--- src/rtl/booth_mult_seq.sv ---
// Sequential signed radix-2 Booth multiplier: one add/subtract plus one arithmetic
// shift per clock, with the low product word and an overflow flag on completion.
module booth_mult_seq #(
  parameter int WIDTH = 32
) (
  input  logic             clock,
  input  logic             reset,
  input  logic             ctrl_MULT,
  input  logic [WIDTH-1:0] data_operandA,
  input  logic [WIDTH-1:0] data_operandB,
  output logic [WIDTH-1:0] data_result,
  output logic             data_exception,
  output logic             data_resultRDY,
  output logic             busy
);

  localparam int CW   = $clog2(WIDTH);
  localparam int NGRP = WIDTH / 4;
  localparam logic [CW-1:0] LAST_COUNT = CW'(WIDTH - 1);

  typedef enum logic [1:0] {
    IDLE = 2'd0,
    RUN  = 2'd1,
    DONE = 2'd2
  } state_t;

  state_t state_reg, state_next;
  logic   start_accept, last_iter;

  logic [WIDTH:0]   acc_reg;
  logic [WIDTH-1:0] m_reg, q_reg;
  logic             q1_reg;
  logic [CW-1:0]    count_reg;
  logic [WIDTH-1:0] result_reg;
  logic             exc_reg;

  logic [WIDTH-1:0] add_a, add_b, add_g, add_p, add_c, add_sum;
  logic             add_cin, add_cout;
  logic [NGRP-1:0]  grp_g, grp_p;
  logic [NGRP:0]    grp_c;

  logic             sum_top;
  logic [WIDTH:0]   acc_shift;
  logic [WIDTH-1:0] q_shift;

  // Booth recoding of {Q[0], q_1}: subtract is ~M with carry-in
  always_comb begin
    add_b   = '0;
    add_cin = 1'b0;
    case ({q_reg[0], q1_reg})
      2'b01: add_b = m_reg;
      2'b10: begin
        add_b   = ~m_reg;
        add_cin = 1'b1;
      end
      default: ;
    endcase
  end

  assign add_a = acc_reg[WIDTH-1:0];
  assign add_g = add_a & add_b;
  assign add_p = add_a ^ add_b;

  // Two-level carry lookahead: 4-bit groups, lookahead across group G/P
  for (genvar gi = 0; gi < NGRP; gi++) begin : g_grp
    localparam int B = gi * 4;
    assign add_c[B]   = grp_c[gi];
    assign add_c[B+1] = add_g[B] | (add_p[B] & grp_c[gi]);
    assign add_c[B+2] = add_g[B+1] | (add_p[B+1] & add_g[B])
                      | (add_p[B+1] & add_p[B] & grp_c[gi]);
    assign add_c[B+3] = add_g[B+2] | (add_p[B+2] & add_g[B+1])
                      | (add_p[B+2] & add_p[B+1] & add_g[B])
                      | (add_p[B+2] & add_p[B+1] & add_p[B] & grp_c[gi]);
    assign grp_g[gi]  = add_g[B+3] | (add_p[B+3] & add_g[B+2])
                      | (add_p[B+3] & add_p[B+2] & add_g[B+1])
                      | (add_p[B+3] & add_p[B+2] & add_p[B+1] & add_g[B]);
    assign grp_p[gi]  = &add_p[B+3:B];
  end

  always_comb begin : lookahead
    logic carry;
    carry = add_cin;
    for (int k = 0; k < NGRP; k++) begin
      grp_c[k] = carry;
      carry    = grp_g[k] | (grp_p[k] & carry);
    end
    grp_c[NGRP] = carry;
  end

  assign add_sum  = add_p ^ add_c;
  assign add_cout = grp_c[NGRP];

  // Extra accumulator bit keeps -(-2^(WIDTH-1)) representable
  assign sum_top   = acc_reg[WIDTH] ^ add_b[WIDTH-1] ^ add_cout;
  assign acc_shift = {sum_top, sum_top, add_sum[WIDTH-1:1]};
  assign q_shift   = {add_sum[0], q_reg[WIDTH-1:1]};

  always_ff @(posedge clock) begin
    if (reset) begin
      state_reg <= IDLE;
    end else begin
      state_reg <= state_next;
    end
  end

  always_comb begin
    state_next     = state_reg;
    start_accept   = 1'b0;
    last_iter      = 1'b0;
    busy           = 1'b0;
    data_resultRDY = 1'b0;
    case (state_reg)
      IDLE: begin
        if (ctrl_MULT) begin
          start_accept = 1'b1;
          state_next   = RUN;
        end
      end
      RUN: begin
        busy = 1'b1;
        if (count_reg == LAST_COUNT) begin
          last_iter  = 1'b1;
          state_next = DONE;
        end
      end
      DONE: begin
        data_resultRDY = 1'b1;
        if (ctrl_MULT) begin
          start_accept = 1'b1;
          state_next   = RUN;
        end else begin
          state_next = IDLE;
        end
      end
      default: state_next = IDLE;
    endcase
  end

  always_ff @(posedge clock) begin
    if (reset) begin
      acc_reg    <= '0;
      m_reg      <= '0;
      q_reg      <= '0;
      q1_reg     <= 1'b0;
      count_reg  <= '0;
      result_reg <= '0;
      exc_reg    <= 1'b0;
    end else if (start_accept) begin
      acc_reg   <= '0;
      m_reg     <= data_operandA;
      q_reg     <= data_operandB;
      q1_reg    <= 1'b0;
      count_reg <= '0;
    end else if (state_reg == RUN) begin
      acc_reg   <= acc_shift;
      q_reg     <= q_shift;
      q1_reg    <= q_reg[0];
      count_reg <= count_reg + 1'b1;
      if (last_iter) begin
        result_reg <= q_shift;
        exc_reg    <= (acc_shift[WIDTH-1:0] != {WIDTH{q_shift[WIDTH-1]}});
      end
    end
  end

  assign data_result    = result_reg;
  assign data_exception = exc_reg;

endmodule

--- config.mk ---
export PLATFORM = sky130hd
export DESIGN_NAME = booth_mult_seq
export DESIGN_NICKNAME = d
export VERILOG_FILES = /design/src/rtl/booth_mult_seq.sv
export SDC_FILE = /design/constraint.sdc
export NUM_CORES = 1
export LEC_CHECK = 0
export ABC_AREA = 1
export BUFFER_PORTS_ARGS = -buffer_cell sky130_fd_sc_hd__buf_4
export CAP_MARGIN = 0
export CELL_PAD_IN_SITES_DETAIL_PLACEMENT = 0
export CELL_PAD_IN_SITES_GLOBAL_PLACEMENT = 2
export CORE_MARGIN = 5
export CORE_UTILIZATION = 29
export DETAILED_ROUTE_END_ITERATION = 12
export HOLD_SLACK_MARGIN = 0.12
export MAX_ROUTING_LAYER = met4
export PLACE_DENSITY = 0.83
export SYNTH_ARGS = -nofsm -noshare
export SYNTH_HDL_FRONTEND = slang
export SYNTH_SLANG_ARGS = --single-unit
--- constraint.sdc ---
create_clock -name clock -period 3.3 [get_ports clock]
set_input_delay 0.165 -clock clock [delete_from_list [all_inputs] [get_ports clock]]
set_output_delay 0.165 -clock clock [all_outputs]
set_load 0.01 [all_outputs]
==> reports/metrics.yaml <==
outcome: "complete, but fails checks"
htree_levels: 4
p_per_area_mw_per_mm2: 454
required_ps: 3620
die_h_um: 167
peakVddDrop_mv: 0.286
grt_pass1_vias: 6990
switching_share_pct: 30.3
dpl.hpwl_um: 14300
dieArea_mm2: 0.0280
layout_commonest_cell: "buf_4"
rrSetupSlack_ps: -210
io_buffers: 101
synthAdderAreaFrac_pct: 7.72
ys_types: 34
ant_nets: 0
slew_headroom_pct: 32.7
drc: 0
cp-end-kind: "flip-flop"
syn_nets: 1119
crit_path_frequent_cell: "nor2_1"
synth_xor_area_share_pct: 0.856
cp.arrival_ps: 3830
reg2regPathDepth: 28
dpl.cell_count: 1459
numCtsBuffers: 17
antenna_found_initial: 0
synth_top_family_by_area: "simple AND/OR/NAND/NOR gates"
postSynthAreaPerCell_um2: 7.08
drive_gt1_share_pct: 23.7
drtIter0Drc: 363
period_needed_ps: 3510
viasPerCell: 4.53
crit_path_top_delay_cell: "fa_2"
setup_viol: 1
fin_util_pct: 42.2
power.share.clock_pct: 41.7
initial_core_util_pct: 29.5
violations: "setup timing"
crit_path_start_kind: "flip-flop"
critPathKind: "flip-flop to flip-flop"
most-common-layout-cells: "175 x buf_4, 172 x nand2_1, 158 x nor2_1, 135 x dfxtp_1, 106 x o21ai_0"
drv_slew: 0
synth_compound_area_share_pct: 16.5
clockBufferDepth: 2
power.switching_mw: 1.41
instances_no_fill: 1566
grt_use_total_pct: 15.6
max_freq_mhz: 285
drt_wl_total_um: 21100
wl_per_cell_um: 13.5
regArea_mm2: 0.00275
syn_area_mm2: 0.00717
rsz0062_at_grt: "true"
p_leak_nw: 4.76
clk_pin_slew_ps: 70
path_max_fanout: 8
n_antenna_cell: 0
cts_tree: "built"
ys_seq_elements: 137
drv_cap: 0
p_comb_share_pct: 19.6
num_vias: 7096
seq_area_frac_synth_pct: 38.3
grt_first_pass_wirelength_um: 35300
fp.coreArea_mm2: 0.0243
p_int_mw: 3.24
synth_mux_area_share_pct: 0
final_nets: 1336
yosys_warnings: 0
fin_ws_ps: -211
die_x_um: 167
syn_inst: 1012
tightest_slew_ps: 1010
place_congestion: 0.820
holdPathStages: 2
max_stage_delay_ps: 380
root_buffer: "clkbuf_16"
ios: 102
hp-class: "input port to flip-flop"
grt_start_max_net_pins: 96
fp-row-count: 57
pwr-share-seq_pct: 38.7
synthSimpleGateAreaFrac_pct: 28.5
insertion_delay_ps: 430
grt-ovfl-total: 0
firstDrtPassIters: 6
clock_sinks: 137
fin_skew_ps: 11.5
multiInputGateArea_mm2: 0.00406
syn2layout_area_growth_pct: 43.2
hold_viol_final: 0
fin_crit_sh_pct: 106
n_fill_cell: 2459
[worst max-delay path: cells and delay by family (launching register included)]
family                   cells  cell delay [ps]
adder cells (fa/ha/maj)      2              650
flip-flops                   1              330
AO/OA/AOI/OAI                3              360
AND/OR/NAND/NOR             18             1550
buffers and inverters        4              360
XOR/XNOR                     1              180
[timing repair]
action,in CTS,in global routing
resized for setup,12,55
endpoints found under the hold margin,64,0
setup buffers,2,9
pin swaps,5,20
endpoints found under the setup margin,1,8
hold buffers,64,0
[power by group through the flow]
stage	Sequential (mW)	Combinational [mW]	Clock (mW)
finish	1.80	0.912	1.94
global route	1.81	1.04	2.07
CTS	1.80	0.890	1.99
detailed placement	1.84	0.814	0
global placement	1.84	0.811	0
floorplan	1.82	0.521	0
[synthesized netlist by cell type]
cell type / instances / area (um^2)
nand2_1: 175 / 657
nor2_1: 160 / 601
dfxtp_1: 137 / 2740
o21ai_0: 121 / 606
inv_1: 101 / 379
nand3_1: 81 / 405
a21oi_1: 46 / 230
clkbuf_1: 37 / 139
ha_1: 33 / 413
a221oi_1: 25 / 219
nand2_2: 12 / 75.1
buf_1: 11 / 41.3
nand2_4: 11 / 124
nor3_1: 9 / 45.0
a31oi_1: 7 / 43.8
fa_1: 7 / 140
xnor2_1: 7 / 61.3
o211ai_1: 5 / 37.5
nand4_1: 4 / 25.0
and3_1: 3 / 18.8
a211oi_1: 2 / 15.0
clkinv_1: 2 / 7.51
inv_2: 2 / 7.51
nand3_2: 2 / 20.0
nand3b_1: 2 / 15.0
o21bai_1: 2 / 15.0
a21boi_0: 1 / 7.51
clkbuf_8: 1 / 13.8
nand3_4: 1 / 17.5
nand3b_2: 1 / 11.3
nand4_2: 1 / 12.5
nor2_2: 1 / 6.26
o21a_1: 1 / 7.51
or2_2: 1 / 6.26
[area by class of cell]
class	instances	area share, %
Clock buffer	18	4.28
Clock inverter	14	1.48
Inverter	105	3.89
Multi-Input combinational cell	721	39.6
Sequential cell	137	26.8
Tap cell	324	3.95
Timing Repair Buffer	247	20.0
[through the flow]
step / hold slack [ps] / area [um^2] / setup WS [ps] / setup TNS [ps] / power, mW
after floorplan: 315 / 7240 / -89.7 / -89.7 / 2.34
after global placement: 404 / 8720 / -269 / -269 / 2.65
after detailed placement: 412 / 8720 / -342 / -342 / 2.65
after CTS: 139 / 10000 / -263 / -263 / 4.68
after global routing: 155 / 10300 / -542 / -785 / 4.92
final: 160 / 10300 / -211 / -211 / 4.66
[metal layers]
layer	vias up	wire length (um)	GRT usage, %
met5	-	0	-
met4	0	188	3.81
met3	18	940	3.54
met2	123	9850	25.0
met1	3170	10100	20.2
li1	3785	-	-
[path summary, 6_finish.rpt]
check	endpoint	from
setup / recovery	data_exception	q1_reg
hold / removal	q_reg[21]	reset
setup reg to reg	data_exception	q1_reg
hold reg to reg	data_result[4]	q_reg[5]
[cell families after synthesis]
group / Yosys count
AOI/OAI and AO/OA: 210
xor gates and xnor gates: 7
and+or+nand+nor: 464
buffers and inverters: 154
DFF: 137
adders and majority gates: 40
No activity file was read; power rests on OpenSTA's default activity.
